--- src/rtl/exe_stage_ctrl.sv ---
// Execute-stage controller: captures one decoded instruction, runs it through a
// variable-latency ALU, then resolves bypass, PC redirect and memory-stage FIFO push.
module exe_stage_ctrl #(
    parameter int XLEN       = 32,
    parameter int REG_ADDR_W = 5,
    parameter int OUT_DEPTH  = 2,
    parameter int OUT_ALL    = 0
) (
    input  logic                  clk,
    input  logic                  rst_n,
    input  logic                  i_pause,
    input  logic                  i_flush,
    input  logic                  i_in_valid,
    output logic                  o_in_ready,
    input  logic [XLEN-1:0]       i_in_pc,
    input  logic [6:0]            i_in_opcode,
    input  logic [2:0]            i_in_funct3,
    input  logic [6:0]            i_in_funct7,
    input  logic [XLEN-1:0]       i_in_rs1,
    input  logic [XLEN-1:0]       i_in_rs2,
    input  logic [XLEN-1:0]       i_in_imm,
    input  logic [REG_ADDR_W-1:0] i_in_rd,
    output logic                  o_alu_req_valid,
    input  logic                  i_alu_req_ready,
    output logic [3:0]            o_alu_op,
    output logic [XLEN-1:0]       o_alu_a,
    output logic [XLEN-1:0]       o_alu_b,
    input  logic                  i_alu_resp_valid,
    input  logic [XLEN-1:0]       i_alu_result,
    output logic                  o_out_valid,
    input  logic                  i_out_ready,
    output logic [6:0]            o_out_opcode,
    output logic [2:0]            o_out_funct3,
    output logic [XLEN-1:0]       o_out_rs2,
    output logic [REG_ADDR_W-1:0] o_out_rd,
    output logic [XLEN-1:0]       o_out_result,
    output logic                  o_fwd_valid,
    output logic [REG_ADDR_W-1:0] o_fwd_rd,
    output logic [XLEN-1:0]       o_fwd_data,
    output logic                  o_redir_valid,
    output logic [XLEN-1:0]       o_redir_pc
);
    // state | meaning
    // IDLE  | ready to capture a new instruction
    // REQ   | ALU request presented (withheld while paused)
    // WAIT  | request accepted, waiting for the ALU response
    // DRAIN | flushed while in flight, swallow the pending response
    typedef enum logic [1:0] {S_IDLE, S_REQ, S_WAIT, S_DRAIN} state_t;

    localparam logic [6:0] OPC_LUI = 7'h37, OPC_AUIPC = 7'h17, OPC_JAL = 7'h6F, OPC_JALR = 7'h67;
    localparam logic [6:0] OPC_BRANCH = 7'h63, OPC_LOAD = 7'h03, OPC_STORE = 7'h23;
    localparam logic [6:0] OPC_IMM = 7'h13, OPC_OP = 7'h33;

    localparam logic [3:0] ALU_ADD = 4'd0, ALU_SUB = 4'd1, ALU_SLL = 4'd2, ALU_SLT = 4'd3,
                           ALU_SLTU = 4'd4, ALU_XOR = 4'd5, ALU_SRL = 4'd6, ALU_SRA = 4'd7,
                           ALU_OR = 4'd8, ALU_AND = 4'd9;

    localparam int PW = (OUT_DEPTH > 1) ? $clog2(OUT_DEPTH) : 1;
    localparam int CW = $clog2(OUT_DEPTH + 1);
    localparam int EW = 7 + 3 + XLEN + REG_ADDR_W + XLEN;

    state_t                r_state;
    logic [XLEN-1:0]       r_pc, r_rs1, r_rs2, r_imm;
    logic [6:0]            r_opcode, r_funct7;
    logic [2:0]            r_funct3;
    logic [REG_ADDR_W-1:0] r_rd;
    logic                  r_fwd_valid, r_redir_valid;
    logic [REG_ADDR_W-1:0] r_fwd_rd;
    logic [XLEN-1:0]       r_fwd_data, r_redir_pc;

    logic [EW-1:0]         r_mem [OUT_DEPTH];
    logic [PW-1:0]         r_wptr, r_rptr;
    logic [CW-1:0]         r_count;

    logic                  w_in_ready, w_alt, w_is_jump, w_taken, w_resolve, w_push, w_pop;
    logic                  w_fwd_en, w_redir_en;
    logic [XLEN-1:0]       w_link, w_redir_pc, w_push_result;

    function automatic logic [3:0] f_arith(input logic [2:0] f3, input logic alt, input logic is_r);
        case (f3)
            3'd0:    return (alt && is_r) ? ALU_SUB : ALU_ADD;
            3'd1:    return ALU_SLL;
            3'd2:    return ALU_SLT;
            3'd3:    return ALU_SLTU;
            3'd4:    return ALU_XOR;
            3'd5:    return alt ? ALU_SRA : ALU_SRL;
            3'd6:    return ALU_OR;
            default: return ALU_AND;
        endcase
    endfunction

    function automatic logic [PW-1:0] f_next(input logic [PW-1:0] p);
        return (p == PW'(OUT_DEPTH - 1)) ? '0 : p + PW'(1);
    endfunction

    assign w_alt = (r_funct7 & 7'b0100000) != 7'd0;

    // Operands come only from captured registers so they stay stable across REQ/WAIT.
    always_comb begin
        o_alu_op = ALU_ADD;
        o_alu_a  = r_rs1;
        o_alu_b  = r_imm;
        case (r_opcode)
            OPC_OP: begin
                o_alu_b  = r_rs2;
                o_alu_op = f_arith(r_funct3, w_alt, 1'b1);
            end
            OPC_IMM:            o_alu_op = f_arith(r_funct3, w_alt, 1'b0);
            OPC_LUI:            o_alu_a  = '0;
            OPC_AUIPC, OPC_JAL: o_alu_a  = r_pc;
            OPC_BRANCH: begin
                o_alu_b = r_rs2;
                case (r_funct3[2:1])
                    2'b10:   o_alu_op = ALU_SLT;
                    2'b11:   o_alu_op = ALU_SLTU;
                    default: o_alu_op = ALU_SUB;
                endcase
            end
            default: ;
        endcase
    end

    always_comb begin
        case (r_funct3)
            3'd0:       w_taken = (i_alu_result == '0);
            3'd1:       w_taken = (i_alu_result != '0);
            3'd4, 3'd6: w_taken = i_alu_result[0];
            3'd5, 3'd7: w_taken = !i_alu_result[0];
            default:    w_taken = 1'b0;
        endcase
    end

    assign w_is_jump  = (r_opcode == OPC_JAL) || (r_opcode == OPC_JALR);
    assign w_link     = r_pc + XLEN'(4);
    assign w_resolve  = (r_state == S_WAIT) && i_alu_resp_valid && !i_flush;
    assign w_fwd_en   = (r_rd != '0) && (w_is_jump || r_opcode == OPC_OP || r_opcode == OPC_IMM ||
                                         r_opcode == OPC_LUI || r_opcode == OPC_AUIPC);
    assign w_redir_en = w_is_jump || ((r_opcode == OPC_BRANCH) && w_taken);
    assign w_redir_pc = (r_opcode == OPC_JAL)  ? i_alu_result :
                        (r_opcode == OPC_JALR) ? {i_alu_result[XLEN-1:1], 1'b0} : r_pc + r_imm;
    assign w_push     = w_resolve && ((OUT_ALL != 0) || r_opcode == OPC_LOAD || r_opcode == OPC_STORE);
    assign w_push_result = w_is_jump ? w_link : i_alu_result;
    assign w_pop      = (r_count != '0) && i_out_ready;

    assign w_in_ready = (r_state == S_IDLE) && !i_pause && !i_flush && (r_count < CW'(OUT_DEPTH));
    assign o_in_ready = w_in_ready;
    assign o_alu_req_valid = (r_state == S_REQ) && !i_pause && !i_flush;

    always_ff @(posedge clk or negedge rst_n) begin
        if (!rst_n) begin
            r_state       <= S_IDLE;
            r_pc          <= '0;
            r_opcode      <= '0;
            r_funct3      <= '0;
            r_funct7      <= '0;
            r_rs1         <= '0;
            r_rs2         <= '0;
            r_imm         <= '0;
            r_rd          <= '0;
            r_fwd_valid   <= 1'b0;
            r_fwd_rd      <= '0;
            r_fwd_data    <= '0;
            r_redir_valid <= 1'b0;
            r_redir_pc    <= '0;
        end else begin
            r_fwd_valid   <= 1'b0;
            r_redir_valid <= 1'b0;
            case (r_state)
                S_IDLE: if (i_in_valid && w_in_ready) begin
                    r_pc     <= i_in_pc;
                    r_opcode <= i_in_opcode;
                    r_funct3 <= i_in_funct3;
                    r_funct7 <= i_in_funct7;
                    r_rs1    <= i_in_rs1;
                    r_rs2    <= i_in_rs2;
                    r_imm    <= i_in_imm;
                    r_rd     <= i_in_rd;
                    r_state  <= S_REQ;
                end
                S_REQ: begin
                    if (i_flush)                          r_state <= S_IDLE;
                    else if (!i_pause && i_alu_req_ready) r_state <= S_WAIT;
                end
                S_WAIT: begin
                    if (i_flush) begin
                        r_state <= i_alu_resp_valid ? S_IDLE : S_DRAIN;
                    end else if (i_alu_resp_valid) begin
                        r_state <= S_IDLE;
                        if (w_fwd_en) begin
                            r_fwd_valid <= 1'b1;
                            r_fwd_rd    <= r_rd;
                            r_fwd_data  <= w_is_jump ? w_link : i_alu_result;
                        end
                        if (w_redir_en) begin
                            r_redir_valid <= 1'b1;
                            r_redir_pc    <= w_redir_pc;
                        end
                    end
                end
                S_DRAIN: if (i_alu_resp_valid) r_state <= S_IDLE;
                default: r_state <= S_IDLE;
            endcase
        end
    end

    always_ff @(posedge clk or negedge rst_n) begin
        if (!rst_n) begin
            for (int i = 0; i < OUT_DEPTH; i++) r_mem[i] <= '0;
            r_wptr  <= '0;
            r_rptr  <= '0;
            r_count <= '0;
        end else begin
            if (w_push) begin
                r_mem[r_wptr] <= {r_opcode, r_funct3, r_rs2, r_rd, w_push_result};
                r_wptr        <= f_next(r_wptr);
            end
            if (w_pop) r_rptr <= f_next(r_rptr);
            if (w_push && !w_pop)      r_count <= r_count + CW'(1);
            else if (!w_push && w_pop) r_count <= r_count - CW'(1);
        end
    end

    assign o_out_valid = (r_count != '0);
    assign {o_out_opcode, o_out_funct3, o_out_rs2, o_out_rd, o_out_result} = r_mem[r_rptr];
    assign o_fwd_valid   = r_fwd_valid;
    assign o_fwd_rd      = r_fwd_rd;
    assign o_fwd_data    = r_fwd_data;
    assign o_redir_valid = r_redir_valid;
    assign o_redir_pc    = r_redir_pc;
endmodule
--- config.mk ---
export PLATFORM = sky130hd
export DESIGN_NAME = exe_stage_ctrl
export DESIGN_NICKNAME = d
export VERILOG_FILES = /design/src/rtl/exe_stage_ctrl.sv
export SDC_FILE = /design/constraint.sdc
export NUM_CORES = 1
export LEC_CHECK = 0
export BUFFER_PORTS_ARGS = -buffer_cell sky130_fd_sc_hd__buf_2
export CAP_MARGIN = 40
export CORE_MARGIN = 3
export CORE_UTILIZATION = 55
export CTS_CLUSTER_SIZE = 28
export DETAILED_ROUTE_END_ITERATION = 10
export GPL_TIMING_DRIVEN = 0
export PLACE_DENSITY = 0.81
export SYNTH_ARGS = -nofsm -noshare
export SYNTH_HDL_FRONTEND = slang
export SYNTH_SLANG_ARGS = --single-unit
--- constraint.sdc ---
create_clock -name clk -period 3.1 [get_ports clk]
set_clock_uncertainty 0.1 [all_clocks]
set_input_delay 0.62 -clock clk [delete_from_list [all_inputs] [get_ports clk]]
set_output_delay 0.62 -clock clk [all_outputs]
set_load 0.01 [all_outputs]
Yosys cells after proc, flatten, opt, wreduce, memory -nomap -nowiden
Cells that the tools add are included.
{"block": "word_totals", "regBits": 384, "latch_bits": 0, "mem_bits_rw": 0, "romBits": 0, "input_bits": 190, "wordCells": 135, "memories": 0}
{"block": "classes", "n_addsub": 6, "mul": 0, "div": 0, "n_lt_le_gt_ge": 4, "eq_ne": 23, "shift": 0, "n_mux": 37, "n_bitwise": 3, "n_reduce_logical": 43}
{"operator": "79-bit 2-to-1 mux", "count": 4}
{"operator": "158-bit bitwise mux", "count": 1}
{"operator": "32-bit 2-to-1 mux", "count": 4}
{"operator": "79-bit demux with 1-bit select", "count": 1}
{"operator": "32-bit one-hot mux with 2 select lines", "count": 1}
{"operator": "4-bit one-hot mux with 7 select lines", "count": 2}
{"operator": "32-bit by 3-bit adder with 32-bit output, second input constant", "count": 1}
{"operator": "32-bit adder", "count": 1}
{"operator": "32-bit zero test", "count": 1}
{"operator": "32-bit nonzero test", "count": 1}
{"operator": "7-bit by 6-bit equality test with 1-bit output, second input constant", "count": 3}
{"operator": "7-bit equality test, second input constant", "count": 3}
{"operator": "1-bit logical AND", "count": 16}
{"operator": "2-bit 2-to-1 mux", "count": 8}
{"operator": "7-bit by 5-bit equality test with 1-bit output, second input constant", "count": 2}
{"operator": "3-bit equality test, second input constant", "count": 4}
{"operator": "1-bit 2-to-1 mux", "count": 12}
{"operator": "4-bit one-hot mux with 3 select lines", "count": 1}
{"operator": "2-bit equality test, second input constant", "count": 4}
{"operator": "2-bit one-hot mux with 4 select lines", "count": 1}
{"operator": "4-bit AND reduction", "count": 2}
{"operator": "2-bit OR reduction", "count": 4}
{"operator": "7-bit by 2-bit equality test with 1-bit output, second input constant", "count": 1}
{"operator": "1-bit logical OR", "count": 7}
{"operator": "21 further kinds", "count": 31}

Longest topological paths before layout
Gate-level depths: netlist of run 1.
{"block": "depth", "depth_word": 11, "ltp_mapped": 10, "depth_no_buf": 10}

Worst setup path after synthesis of run 1
No wires, ideal clock.
{"block": "synth_timing", "path_type": "reg2reg", "from": "register r_pc[0]", "to": "register r_redir_pc[28] (netlist: o_redir_pc[28])", "setup_ps": 104, "t_arrival_ps": 2488, "required_time_ps": 2896, "slack_ps": 408, "stages_incl_launch_ff": 11, "path_buffers": 0, "synth_period_minus_slack_ps": 2692, "path_cell_list": "dfrtp_1 ha_1 fa_1 a211oi_1 o21ai_0 nand3_1 nand4b_1 a21o_1 a221oi_1 xor2_1 a221oi_1"}
{"block": "synth_via", "elab_chain_len": 3}
{"item": "start, declared", "line": "63", "source": "logic [XLEN-1:0] r_pc, r_rs1, r_rs2, r_imm;"}
{"item": "start signal, assigned", "line": "170", "source": "r_pc <= i_in_pc;"}
{"item": "32-bit adder", "line": "140", "source": "(r_opcode == OPC_JALR) ? {i_alu_result[XLEN-1:1], 1'b0} : r_pc + r_imm;"}
{"item": "32-bit 2-to-1 mux", "line": "140"}
{"item": "32-bit 2-to-1 mux", "line": "139", "source": "assign w_redir_pc = (r_opcode == OPC_JAL) ? i_alu_result :"}
{"item": "end signal, assigned", "line": "196", "source": "r_redir_pc <= w_redir_pc;"}
{"item": "end, declared", "line": "69", "source": "logic [XLEN-1:0] r_fwd_data, r_redir_pc;"}
Every way passes these cells.
A chain may end at the register's enable or synchronous reset.

Worst setup path in the final report of run 1
{"block": "layout_timing", "from": "register r_opcode[4]", "to": "output port o_alu_b[14]"}
{"block": "layout_via", "elab_chain_len": 3, "word_cells_on_any_way": 4}
{"item": "start, declared", "line": "64", "source": "logic [6:0] r_opcode, r_funct7;"}
{"item": "start signal, assigned", "line": "171", "source": "r_opcode <= i_in_opcode;"}
{"item": "7-bit by 6-bit equality test with 1-bit output / 7-bit equality test (equally long branches)", "line": "103", "source": "case (r_opcode)"}
{"item": "2-bit OR reduction (no line) (*)"}
{"item": "32-bit 2-to-1 mux (*)", "line": "103"}
{"item": "end, declared", "line": "27", "source": "output logic [XLEN-1:0] o_alu_b,"}
Mark *: on every way between the ends. The rest lies on a longest branch, timed or not.

==> results of run 1 <==
## registers in the layout (all words and copies together) (netlist names), 5 cells and up
signal	count
r_rs1	32
r_pc	32
o_fwd_data	32
r_rs2	32
r_opcode	7
o_fwd_rd	5
r_mem	158
o_redir_pc	32
r_imm	32
r_rd	5
## cells in the final DEF, fill, tap and decap left out, types with 11 or more instances in the layout
cell type / instances
a211oi_1: 15
nor2_1: 80
dfrtp_1: 377
xnor2_1: 30
mux2_4: 32
buf_4: 14
buf_6: 41
clkbuf_8: 15
mux2_2: 266
a21o_1: 16
nand4_1: 12
buf_2: 372
a22o_1: 32
ha_1: 31
xor2_1: 27
o21ai_0: 117
clkbuf_1: 68
nor4_1: 11
and2_1: 11
clkbuf_16: 47
a31oi_1: 11
a21oi_1: 74
nand3_1: 20
nand2_1: 304
## how the worst max path moves through the flow
stage / start / end / slack (ns) / cells past startpoint
after floorplan: r_opcode[4] / o_alu_a[0] / 0.41 / 8
after global placement: rst_n / r_pc[17] / -5.83 / 1
after detailed placement: r_opcode[4] / o_alu_a[6] / -0.50 / 9
after CTS: r_opcode[4] / o_alu_b[16] / -0.14 / 8
after global routing: r_opcode[4] / o_alu_b[17] / -0.22 / 8
final: r_opcode[4] / o_alu_b[14] / -0.18 / 8
## timing repair
item | CTS | global route
setup buffers | 12 | 6
setup endpoints to repair | 156 | 169
pin swaps | 6 | 5
gates cloned | 8 | 1
resized for setup | 131 | 41
## kinds of logic (layout without fill, tap and decap cells)
group	Yosys count	count (layout)
and+or+nand+nor	501	501
DFF	379	379
AOI/OAI and AO/OA	319	319
muxes	308	308
buffers and inverters	110	611
xor gates and xnor gates	58	58
adders and majority gates	34	34
other	0	10
## routing by layer
metal | GRT usage [%] | wire length [um] | vias to the layer above
met1 | 45.4 | 25200 | 8000
met4 | 15.8 | 3190 | 8
met2 | 58.1 | 31200 | 869
met5 | 0 | 51 | -
li1 | - | - | 6973
met3 | 7.70 | 5740 | 184
## area by class of cell
cell class,instances,area share (%)
multi-input combinational,1220,37.6
clock inverter,15,0.532
antenna,10,0.106
clock buffer,55,4.89
inverter,9,0.144
tap,442,2.35
timing repair buffer,434,11.4
sequential,379,40.4
buffer,98,2.61
## power by group
group          total, mW  leakage [nW]  switching, mW  internal (mW)
clock network       4.70         0.624           2.02           2.68
registers           7.62          4.98           1.65           5.96
logic               9.43          6.35           4.98           4.44
## worst reg2reg max path: cells and delay by family, from the launching register on
family                   cells  cell delay, ns
AO/OA/AOI/OAI                5            1.30
XOR/XNOR                     1            0.17
adder cells (fa/ha/maj)      2            0.62
flip-flops                   1            0.46
AND/OR/NAND/NOR              2            0.33
==> results by group, run 1 <==
Run status
  • Status: finished, violations left
  • Failing checks: hold timing, setup timing

Drt
  • Routed wire length: about 65000 um
  • Routed vias/inst: between 6 and 7
  • DRT iter0 DRCs: 1500
  • Via count: 16034
  • Wire per inst: 24.6 um
  • DRT Pass-1 Iters: 5
  • Final ANT Viol Nets: 0
  • # DRC: 0

Synth
  • Mux cell area share after synthesis: 18.7%
  • Yosys warns: 0
  • Seq/Total Area, Yosys: ~50%
  • Main combinational cell family by area after synthesis: multiplexers
  • Post-synth EDFFs: 0
  • Syn Nets: 1933
  • Cell count after synthesis: approximately 1700
  • Top-count cell post-synth: dfrtp_1
  • Syn_area_per_cell: 10.8 um2
  • Simple-Gate Fraction of Synth Area: 11.7%
  • Synth Flop Type: dfrtp_1
  • Post-synthesis async set-or-reset flop share: 100%
  • Xor/xnor share of the synthesized area: ~2.8%
  • Cell taking the most area after synthesis: dfrtp_1
  • Synth cell count leaders: dfrtp_1, nand2_1, mux2_2
  • Top-area cell type share of the netlist area: between 50% and 60%
  • Synth Area in Adders: between 2 and 2.5%
  • Synth Register Bits: 379
  • Synth top area cells: dfrtp_1, mux2_2, nand2_1, o21ai_0, ha_1
  • Synth Area in Compound Gates: 10.6%
  • Cell Area, Synth: 0.0185 mm2
  • Distinct cells, synth: 72

Clock network
  • Worst skew pair latency: ~0.54 ns
  • Clock transition at path regs: 0.06 ns
  • Clock sink count: ~380
  • CTS Hold Bufs: 0
  • Root buf cell: clkbuf_16
  • TritonCTS Buffers: 39
  • H-tree Lvls: 2
  • Clock tree buffer depth: 3
  • CTS tree: yes

Pwr
  • PnR Total Power: 21.7 mW
  • LEAKAGE: 12.0 nW
  • PD cells: 925 mW/mm2
  • Worst vdd ir: between 800 and 900 uV

Worst setup path
  • Crit path largest cell delay: 0.43 ns
  • Buffers plus inverters on the worst setup path: 3
  • Startpoint Class: flop
  • CP Class: flop to output pin
  • CP max stage cell: dfrtp_1
  • Critical Path Fanout Max: 5
  • R2R Path Start: r_pc[0]
  • Register-to-register setup slack: 0.02 ns
  • CP cell instances: and3b_2 > and3_4 > nor3b_4 > a21o_4 > buf_12 > clkbuf_16 > mux2_4 > buf_6
  • Register-to-Register Path Depth: 10
  • Element type at the critical path end: output pin
  • Critical Path RT: 2.38 ns
  • CP delay by family, top: simple AND/OR/NAND/NOR gates
  • Worst EP arrival: 2.56 ns
  • Worst r2r dst: o_redir_pc[28]

Timing
  • FMAX: 305 MHz
  • Unrepaired setup endpoints after global routing: true
  • Worst-margin pin slew: 0.910 ns
  • Final setup fails: 62
  • Minimum clock period: 3.28 ns
  • Final TNS setup: -6.08 ns
  • Setup ws final: -0.181 ns
  • Slew headroom: 39.4%
  • Hold Slack: -0.0213 ns
  • Max Slew Vio Count: 0
  • Final worst-path cycle share: 106%
  • Final Hold Viols: 11

Floorplanning
  • Initial Utilization: 56.3%
  • I/O pin count: a little over 400
  • Number of cell rows: 66
  • Die width: 190 um
  • Die ar.: between 0.03 and 0.04 mm2
  • Die height: ~190 um
  • Core Footprint: 0.0329 mm2

Cells and area
  • Register area: about 0.0095 mm2
  • Final std cells w/o fill: 2662
  • Final Util: 71.5%
  • FILL cells: 2351
  • Area used by multi-input combinational logic: 0.00884 mm2
  • Cell area after layout: 0.0235 mm2
  • Syn-to-layout area delta: 26.9%
  • Share of cells above drive strength 1: 39.4%
  • # nets final: roughly 2400

Global route
  • First-pass GRT wire length: 96900 um
  • Antenna violations before repair: 13
  • Gr usage total: approximately 35%
  • Grt total ovfl: 0
  • Largest net degree at the start of global routing: 127
  • Vias in the first global route: 16294

Placed design
  • Dpl hpwl: between 40000 and 50000 um
  • DP Area: between 0.02 and 0.025 mm2
  • Pre-CTS setup slack: -0.497 ns
  • GP Congestion: 0.968
  • PortBufs: 404
  • Cells after DPL: 2558

Job
  • Max cap viols: 0

Hold path
  • HP Class: input pin to async pin
Power figures use the tool's default switching activity.
==> inputs of run 2 (changes only) <==
ABC_AREA = 1   (was default)
PLACE_DENSITY = 0.8   (was 0.81)
==> run 2 against run 1 <==
Net effect: the flow finishes with violations (setup timing); critical path type unchanged; maximum frequency increased by 3.8%; setup slack better by 0.12 ns; design area increased by 5.7%; largest power group unchanged; sequential share of layout area decreased by 2.2 points; non-clock buffer count up 26; final cell count up 40%; clock-buffer cell count is the same.
==> results by group, run 2 <==
Placed design
  • GP Congestion: 1.01 (+4.9%)
  • PortBufs: 404 (unchanged)
  • Dpl hpwl: 61100 um (+28%)

Synth
  • Seq/Total Area, Yosys: 47.8% (-3.4 points)
  • Syn_area_per_cell: 7.20 um2 (-34%)
  • Synth Flop Type: dfrtp_1
  • Cell taking the most area after synthesis: dfrtp_1
  • Synth top area cells: dfrtp_1, nand2_1, o21ai_0, inv_1, nand3_1
  • Cell Area, Synth: 0.0198 mm2 (+7.1%)
  • Yosys warns: 0 (unchanged)
  • Synth Register Bits: 379 (unchanged)
  • Syn Nets: 2980 (+54%)
  • Cell count after synthesis: 2756 (+61%)
  • Synth cell count leaders: nand2_1, dfrtp_1, inv_1
  • Top-area cell type share of the netlist area: 47.8% (-3.4 points)
  • Post-synthesis async set-or-reset flop share: 100% (unchanged)
  • Distinct cells, synth: 43 (-40%)
  • Top-count cell post-synth: nand2_1
  • Post-synth EDFFs: 0 (unchanged)

Pwr
  • PD cells: 903 mW/mm2 (-2.4%)
  • Worst vdd ir: 598 uV (-27%)
  • PnR Total Power: 22.4 mW (+3.2%)
  • LEAKAGE: 13.8 nW (+16%)

Floorplanning
  • Die width: 196 um (+3.4%)
  • I/O pin count: 411 (unchanged)
  • Die ar.: 0.0384 mm2 (+6.9%)
  • Die height: 196 um (+3.4%)
  • Initial Utilization: 56.6% (+0.26 points)
  • Number of cell rows: 68 (+3.0%)
  • Core Footprint: 0.0351 mm2 (+6.7%)

Worst setup path
  • Critical Path RT: 2.38 ns (about the same)
  • Critical Path Fanout Max: 6 (+1)
  • Register-to-Register Path Depth: 11 (+1)
  • Element type at the critical path end: output pin
  • CP Class: flop to output pin
  • Startpoint Class: flop
  • Worst EP arrival: 2.44 ns (-0.12 ns)
  • R2R Path Start: r_pc[10]
  • Register-to-register setup slack: 0.24 ns (+0.22 ns)
  • Worst r2r dst: r_mem[24]

Clock network
  • Worst skew pair latency: 0.56 ns (+0.02 ns)
  • Clock tree buffer depth: 3 (unchanged)
  • H-tree Lvls: 2 (unchanged)
  • Clock sink count: 379 (unchanged)
  • CTS tree: yes
  • TritonCTS Buffers: 41 (+5.1%)
  • Root buf cell: clkbuf_16
  • Clock transition at path regs: 0.07 ns (about the same)

Hold path
  • HP Class: input pin to flop
  • Worst Min Path Start: i_in_rs1[22]
  • Worst hold stages: 3
  • Hold EP: r_rs1[22]

Cells and area
  • # nets final: 3458 (+44%)
  • Top reg by flops: r_mem
  • Syn-to-layout area delta: 25.2%
  • Most common cell after layout, fill and taps aside: nand2_1
  • Commonest cells after routing, fill and taps aside: nand2_1, buf_2, dfrtp_1, inv_1, o21ai_0
  • Max reg flops: 158 (unchanged)
  • Share of cells above drive strength 1: 20.8% (-19 points)

Global route
  • Vias in the first global route: 20855 (+28%)
  • First-pass GRT wire length: 119000 um (+23%)
  • Antenna violations before repair: 10 (-3)
  • Grt total ovfl: 0 (unchanged)
  • Largest net degree at the start of global routing: 125 (-1.6%)
  • Gr usage total: 40.4% (+5.0 points)

Timing
  • Unrepaired setup endpoints after global routing: true
  • Hold Slack: 0.160 ns (+0.181 ns)
  • Slew headroom: 35.3% (-4.1 points)
  • Final setup fails: 27 (-56%)
  • Setup ws final: -0.0599 ns (+0.121 ns)
  • Final Hold Viols: 0 (-11)
  • FMAX: 316 MHz (+3.8%)
  • Max Slew Vio Count: 0 (unchanged)
  • Minimum clock period: 3.16 ns (-0.121 ns)
  • Final worst-path cycle share: 102% (-3.9 points)
  • Worst-margin pin slew: 0.961 ns (+0.0514 ns)

Drt
  • DRT Pass-1 Iters: 6 (+1)
  • DRT iter0 DRCs: 2394 (+60%)
  • Routed wire length: 80300 um (+23%)
  • Final ANT Viol Nets: 0 (unchanged)
  • Via count: 21479 (+34%)
  • Routed vias/inst: 5.76 (-4.4%)
  • # DRC: 0 (unchanged)
  • Wire per inst: 21.5 um (-12%)

Run status
  • Failing checks: setup timing
  • Status: finished, violations left

Job
  • Max cap viols: 0 (unchanged)
## run 2: worst max-delay path by stage
stage                      startpoint          end  depth (start not counted)  slack, ns
after floorplan           r_opcode[4]   o_alu_a[0]                          9       0.79
after global placement          rst_n   r_mem[103]                          1      -5.95
after detailed placement  r_opcode[0]  o_alu_a[15]                          9      -0.24
after CTS                 r_opcode[4]  o_alu_a[13]                         10      0.007
after global routing      r_opcode[0]  o_alu_b[21]                         12      -0.13
final                     r_opcode[0]   o_alu_b[8]                         12      -0.06
## run 2: through the flow
stage / worst slack (ns) / TNS, ns / util [%] / area [um2] / std cells
after CTS: 0.00720 / 0 / 69.0 / 24200 / 3703
after detailed placement: -0.238 / -2.10 / 64.3 / 22500 / 3618
after floorplan: 0.792 / 0 / - / 19800 / 2756
final: -0.0599 / -0.839 / 70.9 / 24900 / 3731
after global placement: -5.95 / -2226.31 / 64.0 / 22400 / 3615
after global routing: -0.125 / -2.77 / 70.9 / 24900 / 3731
## run 2: logic make-up (layout without fill, tap and decap cells)
family,count (synthesis),count (layout),synth area share [%]
flops,379,379,47.8
xor+xnor,24,24,1.06
buf+inv,403,913,8.27
other cells,0,10,0
simple gates,1526,1526,30.6
compound gates,387,387,9.99
fa+ha+maj,34,34,2.18
mux,3,3,0.151
## run 2: final cells by class
cell class              count  area [um2]
diodes                     10        25.0
plain buffers             122         716
clock buffers              55        1160
clock inverters            20         287
fillers                  2883       10200
inverters                 280        1060
multi-input cells        1974        9080
flip-flops and latches    379        9490
well taps                 455         569
repair buffers            436        2470
## run 2: metal layers
layer  track usage, %  up-vias  share of wire [%]
met3             8.50      294                 10
met2             63.7     1447                 45
met1             52.8    10141                 38
li1                 -     9597                  -
met4             21.2        0                6.3
met5                0        -                  0
## run 2: what timing repair did
| item | in CTS | in global routing |
|---|---|---|
| hold buffers | 1 | 0 |
| gates cloned | 3 | 4 |
| pin swaps | 3 | 9 |
| endpoints found under the hold margin | 42 | 0 |
| setup endpoints to repair | 88 | 65 |
| setup buffers | 7 | 14 |
| gates resized for setup | 47 | 140 |
## run 2: report_power, final
group          total, mW  switching [mW]  internal, mW
registers           7.20            1.22          5.98
clock network       5.26            2.11          3.15
logic               9.98            6.83          3.15
total               22.4            10.2          12.3
## run 2: critical path: stages (launching register included)
cell,delay (ns)
dfrtp_1,0.39
nand2_2,0.11
nor2_4,0.15
nand2_4,0.09
nor2_4,0.16
inv_4,0.06
o21ai_4,0.16
buf_12,0.13
buf_12,0.13
clkbuf_16,0.17
nor2_2,0.05
a21oi_1,0.12
buf_2,0.14
==> inputs of run 3 (changes only) <==
ABC_CLOCK_PERIOD_IN_PS = 3100   (was default)
CTS_BUF_LIST = sky130_fd_sc_hd__clkbuf_4 sky130_fd_sc_hd__clkbuf_8   (was default)
GPL_ROUTABILITY_DRIVEN = 0   (was default)
==> run 3 against run 2 <==
Net effect: the run still ends with setup timing left; critical endpoint is now o_alu_b[9]; routed wire length is 4.9% lower; largest power group unchanged; core utilization is 0.41 points lower; global-route usage is 1.9 points lower; highest routed layer unchanged.
==> results by group, run 3 (synthesis results as in run 2) <==
Global route
  • Vias in the first global route: 20644 (-1.0%)
  • Antenna violations before repair: 10 (unchanged)
  • First-pass GRT wire length: 115000 um (-3.9%)
  • Largest net degree at the start of global routing: 123 (-1.6%)
  • Gr usage total: 38.4% (-1.9 points)
  • Grt total ovfl: 0 (unchanged)

Floorplanning
  • I/O pin count: 411 (unchanged)
  • Core Footprint: 0.0351 mm2 (unchanged)
  • Die width: 196 um (unchanged)
  • Die ar.: 0.0384 mm2 (unchanged)
  • Die height: 196 um (unchanged)
  • Number of cell rows: 68 (unchanged)
  • Initial Utilization: 56.6% (unchanged)

Run status
  • Failing checks: setup timing
  • Status: finished, violations left

Cells and area
  • Top reg by flops: r_mem
  • Max reg flops: 158 (unchanged)
  • Share of cells above drive strength 1: 21.3% (+0.51 points)
  • FILL cells: 2852 (-1.1%)
  • Register area: 0.00949 mm2 (unchanged)
  • # nets final: 3477 (+0.55%)
  • Most common cell after layout, fill and taps aside: nand2_1
  • Commonest cells after routing, fill and taps aside: nand2_1, buf_2, dfrtp_1, inv_1, o21ai_0
  • Syn-to-layout area delta: 24.5%
  • Area used by multi-input combinational logic: 0.00900 mm2 (-0.83%)

Worst setup path
  • Register-to-register setup slack: 0.45 ns (+0.21 ns)
  • Critical Path RT: 2.38 ns (about the same)
  • Critical Path Fanout Max: 9 (+3)
  • Buffers plus inverters on the worst setup path: 5 (unchanged)
  • Element type at the critical path end: output pin
  • Worst EP arrival: 2.41 ns (-0.03 ns)
  • CP Class: flop to output pin
  • CP max stage cell: dfrtp_1
  • Startpoint Class: flop
  • R2R Path Start: r_pc[10]
  • Crit path largest cell delay: 0.36 ns (-0.03 ns)
  • WP depth: 11 (-1)
  • Worst r2r dst: r_mem[103]
  • CP cell instances: nand2_2 > nor2_4 > nand2_4 > nor2_4 > inv_2 > o21ai_4 > buf_12 > buf_8 > clkbuf_16 > a21oi_2 > buf_2
  • Critical path launch point: r_opcode[1]
  • Top cell by count, worst path: nor2_4
  • CP delay by family, top: buffers and inverters
  • CP endpoint: o_alu_b[9]
  • Register-to-Register Path Depth: 11 (unchanged)

Timing
  • Hold Slack: 0.0269 ns (-0.133 ns)
  • Final worst-path cycle share: 101% (-0.91 points)
  • Max Slew Vio Count: 0 (unchanged)
  • Final Hold Viols: 0 (unchanged)
  • Slew headroom: 42.1% (+6.8 points)
  • Worst-margin pin slew: 0.860 ns (-0.101 ns)
  • FMAX: 319 MHz (+0.90%)
  • Setup ws final: -0.0316 ns (+0.0283 ns)
  • Final setup fails: 22 (-19%)
  • Unrepaired setup endpoints after global routing: true
  • Minimum clock period: 3.13 ns (-0.0283 ns)

Drt
  • Routed wire length: 76300 um (-4.9%)
  • # DRC: 0 (unchanged)
  • DRT iter0 DRCs: 2725 (+14%)
  • Final ANT Viol Nets: 0 (unchanged)
  • Via count: 21782 (+1.4%)
  • Routed vias/inst: 5.79 (+0.49%)
  • Wire per inst: 20.3 um (-5.8%)
  • DRT Pass-1 Iters: 6 (unchanged)

Pwr
  • PD cells: 873 mW/mm2 (-3.3%)
  • LEAKAGE: 13.8 nW (+0.11%)
  • Worst vdd ir: 587 uV (-1.8%)

Placed design
  • Dpl hpwl: 57800 um (-5.5%)
  • PortBufs: 404 (unchanged)
  • Pre-CTS setup slack: -0.188 ns (+0.0499 ns)

Clock network
  • Root buf cell: clkbuf_8
  • TritonCTS Buffers: 60 (+46%)
  • Clock tree buffer depth: 3 (unchanged)
  • Worst skew pair latency: 0.69 ns (+0.13 ns)
  • H-tree Lvls: 2 (unchanged)
  • CTS tree: yes
  • Clock sink count: 379 (unchanged)
  • Clock transition at path regs: 0.06 ns (about the same)

Job
  • Max cap viols: 0 (unchanged)

Hold path
  • Worst Min Path Start: i_in_rs1[9]
  • HP Class: input pin to flop
-- run 3: changes by cell type in the layout (fill, tap and decap cells not counted), sizes merged --
cell | before | now
clkinvlp | 4 | 2
clkinv | 11 | 14
clkbuf | 108 | 143
bufinv | 6 | 1
buf | 503 | 507
clkdlybuf4s15 | 1 | 0
-- run 3: per-stage QoR --
stage          power [mW]  cells  utilization (%)  TNS [ns]  cell area [um2]
2_1_floorplan        12.4   2756                -         0            19800
3_3_place_gp         15.8   3615             64.0  -2211.27            22400
3_5_place_dp         16.0   3618             64.3     -1.23            22500
4_1_cts              20.8   3743             69.1         0            24200
5_1_grt              22.7   3765             70.5     -2.58            24700
6_report             21.6   3765             70.5    -0.360            24700
-- run 3: report_power, final --
group	switching, mW	internal, mW	total [mW]
Sequential	1.13	5.98	7.11
Clock	2.10	2.57	4.68
Combinational	6.64	3.14	9.78
Total	9.87	11.7	21.6
-- run 3: worst min path at each step --
stage,end,cells past startpoint
floorplan,o_fwd_data[0],0
global placement,r_mem[152],2
detailed placement,r_mem[151],2
CTS,r_rs1[9],3
global route,r_rs1[31],3
finish,r_rs1[9],3
-- run 3: final cells by class --
class                      instances  share of cell area, %
antenna                           10                  0.101
sequential                       379                   38.4
timing repair buffer             436                   10.2
clock buffer                      93                   4.90
buffer                           122                   2.90
inverter                         280                   4.27
multi-input combinational       1974                   36.4
tap                              455                   2.30
clock inverter                    16                  0.481
-- run 3: metal layers --
metal	part of all wire (%)	vias up	global-route usage [%]	wire (um)
met4	8.1	0	26.0	6160
met1	37	10162	49.4	28000
met3	12	370	9.00	9030
met5	0	-	0	0
li1	-	9643	-	-
met2	43	1607	58.1	33100
-- run 3: worst min-delay path, delay by kind of cell --
kind | cells | cell delay, ns
and+or+nand+nor | 2 | 0.09
buffers and inverters | 1 | 0.07
-- run 3: what timing repair did --
item / 4_1_cts / 5_1_grt
hold buffers: 1 / 0
pin swaps: 5 / 7
gates resized for setup: 85 / 89
hold endpoints to repair: 56 / 0
setup buffers: 12 / 7
cloned: 4 / 5
setup endpoints to repair: 137 / 82
